$ cat src/rtl/phy_apb_cmd_master.sv
// rtl/phy_apb_cmd_master.sv - APB3 command master for the PCIe PHY register port plus PHY reset release sequencer
module phy_apb_cmd_master #(
  parameter int AWIDTH  = 18,
  parameter int DWIDTH  = 32,
  parameter int RST_DLY = 20,
  parameter int TIMEOUT = 1024
) (
  input  logic              clk,
  input  logic              rst,
  input  logic              cmd_valid,
  output logic              cmd_ready,
  input  logic [AWIDTH-1:0] cmd_addr,
  input  logic [DWIDTH-1:0] cmd_wdata,
  input  logic              cmd_write,
  output logic              rsp_valid,
  output logic [DWIDTH-1:0] rsp_rdata,
  output logic              rsp_err,
  output logic              rsp_timeout,
  output logic [AWIDTH-1:0] phy_apb_paddr,
  output logic [DWIDTH-1:0] phy_apb_pwdata,
  output logic              phy_apb_pwrite,
  output logic              phy_apb_psel,
  output logic              phy_apb_penable,
  input  logic              phy_apb_pready,
  input  logic [DWIDTH-1:0] phy_apb_prdata,
  input  logic              phy_apb_pslverr,
  input  logic              phy_uc_init_complete,
  output logic              phy_reset_n,
  output logic              phy_p00_reset_n
);

  localparam logic [1:0]  ST_IDLE   = 2'd0;
  localparam logic [1:0]  ST_SETUP  = 2'd1;
  localparam logic [1:0]  ST_ACCESS = 2'd2;
  localparam logic [15:0] WAIT_LAST = 16'(TIMEOUT - 1);
  localparam logic [7:0]  DLY_LOAD  = 8'(RST_DLY);

  logic [1:0]        state_q, state_d;
  logic [AWIDTH-1:0] paddr_q, paddr_d;
  logic [DWIDTH-1:0] pwdata_q, pwdata_d;
  logic              pwrite_q, pwrite_d;
  logic              psel_q, psel_d;
  logic              penable_q, penable_d;
  logic [15:0]       wait_cnt_q, wait_cnt_d;
  logic              rsp_valid_q, rsp_valid_d;
  logic [DWIDTH-1:0] rsp_rdata_q, rsp_rdata_d;
  logic              rsp_err_q, rsp_err_d;
  logic              rsp_timeout_q, rsp_timeout_d;
  logic              init_prev_q, init_prev_d;
  logic [7:0]        dly_cnt_q, dly_cnt_d;
  logic              phy_reset_n_q, phy_reset_n_d;

  assign cmd_ready = (state_q == ST_IDLE) & ~rst;

  always_comb begin
    state_d       = state_q;
    paddr_d       = paddr_q;
    pwdata_d      = pwdata_q;
    pwrite_d      = pwrite_q;
    psel_d        = psel_q;
    penable_d     = penable_q;
    wait_cnt_d    = wait_cnt_q;
    rsp_valid_d   = 1'b0;
    rsp_rdata_d   = rsp_rdata_q;
    rsp_err_d     = rsp_err_q;
    rsp_timeout_d = rsp_timeout_q;
    case (state_q)
      ST_IDLE: begin
        if (cmd_valid && cmd_ready) begin
          paddr_d   = cmd_addr;
          pwdata_d  = cmd_wdata;
          pwrite_d  = cmd_write;
          psel_d    = 1'b1;
          penable_d = 1'b0;
          state_d   = ST_SETUP;
        end
      end
      ST_SETUP: begin
        penable_d  = 1'b1;
        wait_cnt_d = 16'd0;
        state_d    = ST_ACCESS;
      end
      ST_ACCESS: begin
        // pready on the final allowed edge still counts as a normal completion
        if (phy_apb_pready || (wait_cnt_q == WAIT_LAST)) begin
          psel_d        = 1'b0;
          penable_d     = 1'b0;
          paddr_d       = '0;
          pwdata_d      = '0;
          pwrite_d      = 1'b0;
          rsp_valid_d   = 1'b1;
          rsp_rdata_d   = (phy_apb_pready && !pwrite_q) ? phy_apb_prdata : '0;
          rsp_err_d     = phy_apb_pready ? phy_apb_pslverr : 1'b1;
          rsp_timeout_d = ~phy_apb_pready;
          state_d       = ST_IDLE;
        end else begin
          wait_cnt_d = wait_cnt_q + 16'd1;
        end
      end
      default: state_d = ST_IDLE;
    endcase
  end

  always_comb begin
    init_prev_d   = phy_uc_init_complete;
    dly_cnt_d     = dly_cnt_q;
    phy_reset_n_d = phy_reset_n_q;
    // only the first rise arms the delay; release is sticky until rst
    if (phy_uc_init_complete && !init_prev_q && !phy_reset_n_q && (dly_cnt_q == 8'd0)) begin
      dly_cnt_d = DLY_LOAD;
    end else if (dly_cnt_q != 8'd0) begin
      dly_cnt_d = dly_cnt_q - 8'd1;
      if (dly_cnt_q == 8'd1) phy_reset_n_d = 1'b1;
    end
  end

  always_ff @(posedge clk) begin
    if (rst) begin
      state_q       <= ST_IDLE;
      paddr_q       <= '0;
      pwdata_q      <= '0;
      pwrite_q      <= 1'b0;
      psel_q        <= 1'b0;
      penable_q     <= 1'b0;
      wait_cnt_q    <= 16'd0;
      rsp_valid_q   <= 1'b0;
      rsp_rdata_q   <= '0;
      rsp_err_q     <= 1'b0;
      rsp_timeout_q <= 1'b0;
      init_prev_q   <= 1'b0;
      dly_cnt_q     <= 8'd0;
      phy_reset_n_q <= 1'b0;
    end else begin
      state_q       <= state_d;
      paddr_q       <= paddr_d;
      pwdata_q      <= pwdata_d;
      pwrite_q      <= pwrite_d;
      psel_q        <= psel_d;
      penable_q     <= penable_d;
      wait_cnt_q    <= wait_cnt_d;
      rsp_valid_q   <= rsp_valid_d;
      rsp_rdata_q   <= rsp_rdata_d;
      rsp_err_q     <= rsp_err_d;
      rsp_timeout_q <= rsp_timeout_d;
      init_prev_q   <= init_prev_d;
      dly_cnt_q     <= dly_cnt_d;
      phy_reset_n_q <= phy_reset_n_d;
    end
  end

  assign rsp_valid       = rsp_valid_q;
  assign rsp_rdata       = rsp_rdata_q;
  assign rsp_err         = rsp_err_q;
  assign rsp_timeout     = rsp_timeout_q;
  assign phy_apb_paddr   = paddr_q;
  assign phy_apb_pwdata  = pwdata_q;
  assign phy_apb_pwrite  = pwrite_q;
  assign phy_apb_psel    = psel_q;
  assign phy_apb_penable = penable_q;
  assign phy_reset_n     = phy_reset_n_q;
  assign phy_p00_reset_n = phy_reset_n_q;

endmodule

$ cat config.mk
export PLATFORM = sky130hd
export DESIGN_NAME = phy_apb_cmd_master
export DESIGN_NICKNAME = d
export VERILOG_FILES = /design/src/rtl/phy_apb_cmd_master.sv
export SDC_FILE = /design/constraint.sdc
export NUM_CORES = 1
export LEC_CHECK = 0
export BUFFER_PORTS_ARGS = -buffer_cell sky130_fd_sc_hd__buf_2
export CORE_ASPECT_RATIO = 1.75
export CORE_MARGIN = 3
export CORE_UTILIZATION = 40
export CTS_CLUSTER_DIAMETER = 60
export DETAILED_ROUTE_END_ITERATION = 6
export GPL_ROUTABILITY_DRIVEN = 0
export PLACE_DENSITY_LB_ADDON = 0.12
export SETUP_SLACK_MARGIN = 0.1
export SYNTH_ARGS = -nofsm -noshare
export SYNTH_HDL_FRONTEND = slang
export SYNTH_SLANG_ARGS = --single-unit
$ cat constraint.sdc
create_clock -name clk -period 2.1 [get_ports clk]
set_input_delay 0.42 -clock clk [delete_from_list [all_inputs] [get_ports clk]]
set_output_delay 0.42 -clock clk [all_outputs]
set_load 0.01 [all_outputs]
==> reports/metrics.yaml, run 1 <==
slowest_stage: "nor4_4"
hold_viol: 0
final.min_clock_period_ns: 1.94
die_y_microns: 142
hold-path-endpoint: "rsp_rdata[4]"
power.switching_w: 0.00164
port_buffers: 179
max_freq_mhz: 515
ff2ff_setup_slack_ns: 0.16
cts_root_buf: "clkbuf_16"
clock_sinks: 116
cap_violations: 0
critPathArrivalTime_ns: 2.24
synth_area_leaders: "dfxtp_1, a32o_1, a22o_1"
antenna_left: 0
worstHoldStart: "phy_apb_prdata[4]"
first_global_vias: 3828
rsz0062_at_grt: "false"
clkPwrFrac: 0.466
fin_tns_setup_ns: 0
internal_power_w: 0.00465
n_antenna_cell: 0
dp_hpwl_mm: 8.12
start_util: 0.410
syn_nets: 471
drc: 0
synth.cell_area_sq_mm: 0.00423
ioPinCount: 180
crit_path_frequent_cell: "nor2_4"
fin_hold_ws_ns: 0.218
final_nets: 658
clk_pin_slew_ns: 0.06
antenna_found_initial: 0
ys_seq_area_frac: 0.550
syn_to_final_growth_pct: 41.0
yosysUniqueCellTypes: 47
drive_gt1_frac: 0.433
rows: 49
synth_edf_count: 0
cp-end-kind: "register"
p_leak_nw: 2.70
nFillCells: 939
num_vias: 3844
wl_mm: 11.7
synth_cells: 378
finClkSkew_ns: 0.0119
gr-total-overflow: 0
synth_top_area_cell: "dfxtp_1"
grt_max_degree: 50
p_sw_frac: 0.260
avgRoutedWirePerCell_microns: 16.6
required_ns: 2.40
setup_viol_count_final: 0
placedCellCount: 667
startpoint_type: "register"
ir_worst_vdd_v: 0.000643
max_stage_delay_ns: 0.42
h-tree-depth: 4
post-route-period-util: 0.925
timing.rr.start: "wait_cnt_q[14]"
cts_tree: "done"
ys.flop_type: "dfxtp_1"
insertion_delay_ns: 0.41
grt_pass1_wl_mm: 18.4
synth-seq-cells: 116
cts_made_buffers: 17
die_area_sq_mm: 0.0119
synth.top_cell.area_share: 0.550
track_usage: 0.192
dr.pass1.iters: 4
cts.path.max_buffers: 2
relSlewSlack: 0.641
postCtsHoldBufs: 0
tightest_slew_ns: 0.537
die_w_microns: 83.7
crit_type: "register to register"
critical_path.cell_chain: "nor4_4 -> a41oi_4 -> nor2_4 -> nor2_4 -> buf_4 -> clkbuf_16 -> a32o_1"
r2r-end: "phy_apb_paddr[11]"
ys_async_sr_fraction: 0
comb_power_share: 0.143
reg2regPathDepth: 7
outcome: "completed"
finalNonFillerCells: 705
cp_max_fo: 23
p_per_area_mw_per_mm2: 1060
drt-initial-drc-count: 202
viasPerCell: 5.45
yosys_warnings: 0
holdCritPathClass: "primary input to register"
coreArea_sq_mm: 0.0103
hold_depth: 2
power_frac_seq: 0.391
drv_slew: 0
avgSynthCellArea_sq_um: 11.2
-- through the flow --
stage	worst slack [ns]	total power, W	util	cell area, sq um
6_report	0.157	0.00629	0.578	5960
3_3_place_gp	0.220	0.00336	0.510	5250
2_1_floorplan	0.287	0.00306	-	4230
3_5_place_dp	0.128	0.00338	0.510	5250
5_1_grt	0.101	0.00658	0.578	5960
4_1_cts	0.115	0.00634	0.569	5860
-- routing by layer --
metal | global-route usage | vias up | routed length (microns) | share of wire
met2 | 0.332 | 148 | 6110 | 0.52
met1 | 0.208 | 1838 | 4440 | 0.38
met3 | 0.0689 | 21 | 871 | 0.074
met5 | 0 | - | 0 | 0
li1 | - | 1837 | - | -
met4 | 0.0941 | 0 | 267 | 0.023
-- state kept, by name, indices dropped and copies added, names as in the netlist, 2 cells and up --
name	flops
phy_apb_paddr	18
dly_cnt_q	8
wait_cnt_q	16
rsp_rdata	32
state_q	2
phy_apb_pwdata	32
-- kinds of logic (layout without fill, tap and decap cells) --
| logic type | count (synthesis) | count (layout) | synth area share |
|---|---|---|---|
| AO/OA/AOI/OAI | 117 | 117 | 0.240 |
| flip-flops | 116 | 116 | 0.550 |
| AND/OR/NAND/NOR | 99 | 99 | 0.130 |
| buffers and inverters | 31 | 231 | 0.0441 |
| XOR/XNOR | 8 | 8 | 0.0166 |
| adder cells (fa/ha/maj) | 4 | 4 | 0.0118 |
| multiplexers | 3 | 3 | 0.00770 |
-- cell type report --
| cell class | instances | area, sq um | area share |
|---|---|---|---|
| inverter | 2 | 7.51 | 0.00126 |
| tap | 127 | 159 | 0.0267 |
| multi-input combinational | 231 | 1760 | 0.296 |
| clock inverter | 15 | 180 | 0.0302 |
| sequential | 116 | 2320 | 0.390 |
| clock buffer | 17 | 425 | 0.0714 |
| timing repair buffer | 197 | 1100 | 0.184 |
-- cell usage in the layout (no fill, tap or decap), types with 2 or more instances in the layout --
master / netlist / routed
nand4_1: 6 / 6
dfxtp_1: 116 / 114
o21ba_2: 2 / 2
o31ai_1: 2 / 2
ha_1: 4 / 4
clkbuf_16: 0 / 18
xnor2_1: 2 / 2
nor3_1: 9 / 9
a31oi_1: 3 / 3
nand3_1: 17 / 17
nor2_4: 0 / 3
buf_4: 1 / 13
nor3b_2: 1 / 2
and3_1: 3 / 2
nand2_1: 12 / 11
or2_2: 2 / 2
nand4b_1: 2 / 2
clkinv_2: 0 / 3
mux2_2: 2 / 2
nand2b_1: 8 / 8
bufinv_16: 0 / 3
o21ai_0: 6 / 6
a211oi_1: 3 / 3
nor2_1: 21 / 19
inv_1: 2 / 2
and4_1: 3 / 2
dfxtp_2: 0 / 2
a21oi_1: 12 / 12
clkinvlp_4: 0 / 3
buf_2: 4 / 179
a22o_1: 32 / 32
clkinv_4: 0 / 3
buf_12: 0 / 4
a32o_1: 51 / 51
xor2_1: 6 / 6
and2_1: 4 / 4
nor2b_1: 3 / 3
inv_6: 0 / 3
-- timing repair --
action | 4_1_cts | 5_1_grt
endpoints found under the setup margin | 0 | 80
buffers inserted | 0 | 5
resized for setup | 0 | 7
-- power by group through the flow --
stage	sequential (W)	combinational [W]	clock [W]
4_1_cts	0.00246	0.000886	0.00300
3_5_place_dp	0.00250	0.000880	0
3_3_place_gp	0.00250	0.000860	0
6_report	0.00246	0.000898	0.00293
2_1_floorplan	0.00253	0.000536	0
5_1_grt	0.00248	0.00100	0.00309
-- synthesized netlist by cell type (2+ instances only) --
cell and number:
a211oi_1 3, a21oi_1 12, a22o_1 32, a31oi_1 3
a32o_1 51, and2_1 4, and3_1 3, and4_1 3
buf_2 4, buf_6 8, clkbuf_1 15, dfxtp_1 116
ha_1 4, inv_1 2, mux2_2 2, nand2_1 12
nand2b_1 8, nand3_1 17, nand4_1 6, nand4b_1 2
nor2_1 21, nor2b_1 3, nor3_1 9, o21ai_0 6
o21ba_2 2, o31ai_1 2, or2_2 2, xnor2_1 2
xor2_1 6
-- how the worst max path moves through the flow --
stage,start,end,slack (ns),cells past startpoint
finish,wait_cnt_q[14],phy_apb_paddr[11],0.16,7
global route,wait_cnt_q[14],phy_apb_paddr[11],0.10,7
CTS,wait_cnt_q[0],phy_apb_paddr[6],0.11,7
detailed placement,wait_cnt_q[0],phy_apb_paddr[6],0.13,7
global placement,wait_cnt_q[0],phy_apb_pwdata[3],0.22,7
floorplan,wait_cnt_q[0],phy_apb_paddr[0],0.29,8
-- worst max-delay path: cells and delay by family, from the launching register on --
kind            cells  cell delay [ns]
simple gates        3             0.69
compound gates      2             0.45
flops               1             0.34
buf+inv             2             0.34
Note: power is estimated with default switching activity, not from simulation.
==> run 2, diff against run 1 <==
--- a/config.mk
+++ b/config.mk
@@ -6,12 +6,13 @@
 export NUM_CORES = 1
 export LEC_CHECK = 0
 export BUFFER_PORTS_ARGS = -buffer_cell sky130_fd_sc_hd__buf_2
+export CAP_MARGIN = 15
 export CORE_ASPECT_RATIO = 1.75
-export CORE_MARGIN = 3
 export CORE_UTILIZATION = 40
 export CTS_CLUSTER_DIAMETER = 60
 export DETAILED_ROUTE_END_ITERATION = 6
 export GPL_ROUTABILITY_DRIVEN = 0
+export HOLD_SLACK_MARGIN = 0.03
 export PLACE_DENSITY_LB_ADDON = 0.12
 export SETUP_SLACK_MARGIN = 0.1
 export SYNTH_ARGS = -nofsm -noshare
==> reports/metrics.yaml, run 2 (synthesis gave the netlist of run 1 again) <==
outcome: "completed"
num_vias: 3848  # +0.10%
setup_viol_count_final: 0  # unchanged
first_global_vias: 3800  # -0.73%
pre_cts_ws_ns: 0.174  # +0.0456 ns
most-common-layout-cells: "buf_2, dfxtp_1, a32o_1"
insertion_delay_ns: 0.40  # about the same
p_per_area_mw_per_mm2: 1090  # +2.9%
die_y_microns: 138  # -2.8%
avgRoutedWirePerCell_microns: 16.5  # -0.61%
p_leak_nw: 2.68  # -0.58%
port_buffers: 179  # unchanged
layout_commonest_cell: "buf_2"
critPathTopFamily: "simple AND/OR/NAND/NOR gates"
holdCritPathClass: "primary input to register"
clk_pin_slew_ns: 0.06  # about the same
grt_pass1_wl_mm: 18.0  # -2.2%
post-route-util: 0.575  # -0.00292
antenna_found_initial: 1  # +1
track_usage: 0.215  # +0.0228
dp_hpwl_mm: 8.09  # -0.29%
cts_root_buf: "clkbuf_16"
ir_worst_vdd_v: 0.000614  # -4.4%
required_ns: 2.39  # about the same
slowest_stage: "dfxtp_1"
final.min_clock_period_ns: 1.88  # -0.0606 ns
cap_violations: 0  # unchanged
finalNonFillerCells: 702  # -0.43%
drt-initial-drc-count: 278  # +38%
cp_max_fo: 43  # +87%
viasPerCell: 5.48  # +0.53%
finClkSkew_ns: 0.00722  # -0.00468 ns
critical_path.cell_chain: "ha_1 -> and3_2 -> a41oi_2 -> nor2_2 -> nor2_4 -> buf_12 -> a32o_1"
max_stage_delay_ns: 0.38  # -0.04 ns
cp-end-kind: "register"
syn_to_final_growth_pct: 40.3
grt_max_degree: 49  # -2.0%
post-route-period-util: 0.896  # -0.0288
fin_tns_setup_ns: 0  # unchanged
startpoint_type: "register"
cts_tree: "done"
rsz0062_at_grt: "false"
antenna_left: 0  # unchanged
max_freq_mhz: 531  # +3.2%
drv_slew: 0  # unchanged
crit_type: "register to register"
placedCellCount: 667  # unchanged
h-tree-depth: 4  # unchanged
ioPinCount: 180  # unchanged
postCtsHoldBufs: 0  # unchanged
dr.pass1.iters: 5  # +1
start_util: 0.410  # unchanged
crit_buf_inv: 1  # -1
cts_made_buffers: 17  # unchanged
rows: 49  # unchanged
worst_slack_ns: 0.218  # +0.0606 ns
drc: 0  # unchanged
relSlewSlack: 0.671  # +0.0306
clock_sinks: 116  # unchanged
tightest_slew_ns: 0.490  # -0.0472 ns
critPathArrivalTime_ns: 2.17  # -0.07 ns
gr-total-overflow: 0  # unchanged
die_area_sq_mm: 0.0110  # -7.5%
die_w_microns: 79.7  # -4.8%
drive_gt1_frac: 0.427  # -0.00570
cts.path.max_buffers: 2  # unchanged
wl_mm: 11.6  # -1.0%
hold_viol: 0  # unchanged
coreArea_sq_mm: 0.0103  # unchanged
final_nets: 654  # -0.61%
==> run 2: changes by cell type in the layout (fill, tap and decap cells not counted), moves of 2 or more <==
cell      delta
buf_4        -3
clkinv_2     -2
dfxtp_1      +2
dfxtp_2      -2
==> run 2: cell type report <==
type	instances	area [sq um]
inverters	2	7.51
flip-flops and latches	116	2320
well taps	127	159
diodes	1	2.50
clock buffers	18	439
repair buffers	193	1050
multi-input cells	231	1750
clock inverters	14	200
fillers	943	4370
==> run 2: timing repair <==
action                     CTS  global route
setup buffers                0             2
gates resized for setup      0             3
setup endpoints to repair    0            79
==> run 2: final timing paths <==
path | start | end | slack (ns) | cells past startpoint
worst max register to register | wait_cnt_q[1] | phy_apb_pwdata[0] | 0.22 | 7
worst max-delay path | wait_cnt_q[1] | phy_apb_pwdata[0] | 0.22 | 7
worst min register to register | rsp_rdata[24] | rsp_rdata[24] | 0.47 | 1
worst min-delay path | cmd_wdata[14] | phy_apb_pwdata[14] | 0.22 | 2
==> run 2: metal layers <==
metal / GRT usage / routed length [microns]
met2: 0.363 / 6040
met4: 0.133 / 415
met3: 0.0757 / 762
met5: 0 / 0
met1: 0.225 / 4360
==> run 2: report_power, final <==
group          leakage (nW)  internal, W  total [W]  switching (W)
Clock                 0.304      0.00203    0.00309        0.00105
Combinational          1.43     0.000419   0.000889       0.000470
Sequential            0.946      0.00235    0.00246       0.000111
==> run 2: stage by stage <==
stage / hold WS [ns] / total power, W / cell area (sq um)
floorplan: 0.433 / 0.00306 / 4230
global placement: 0.457 / 0.00337 / 5260
detailed placement: 0.459 / 0.00339 / 5260
CTS: 0.205 / 0.00649 / 5900
global route: 0.210 / 0.00673 / 5930
finish: 0.224 / 0.00644 / 5930
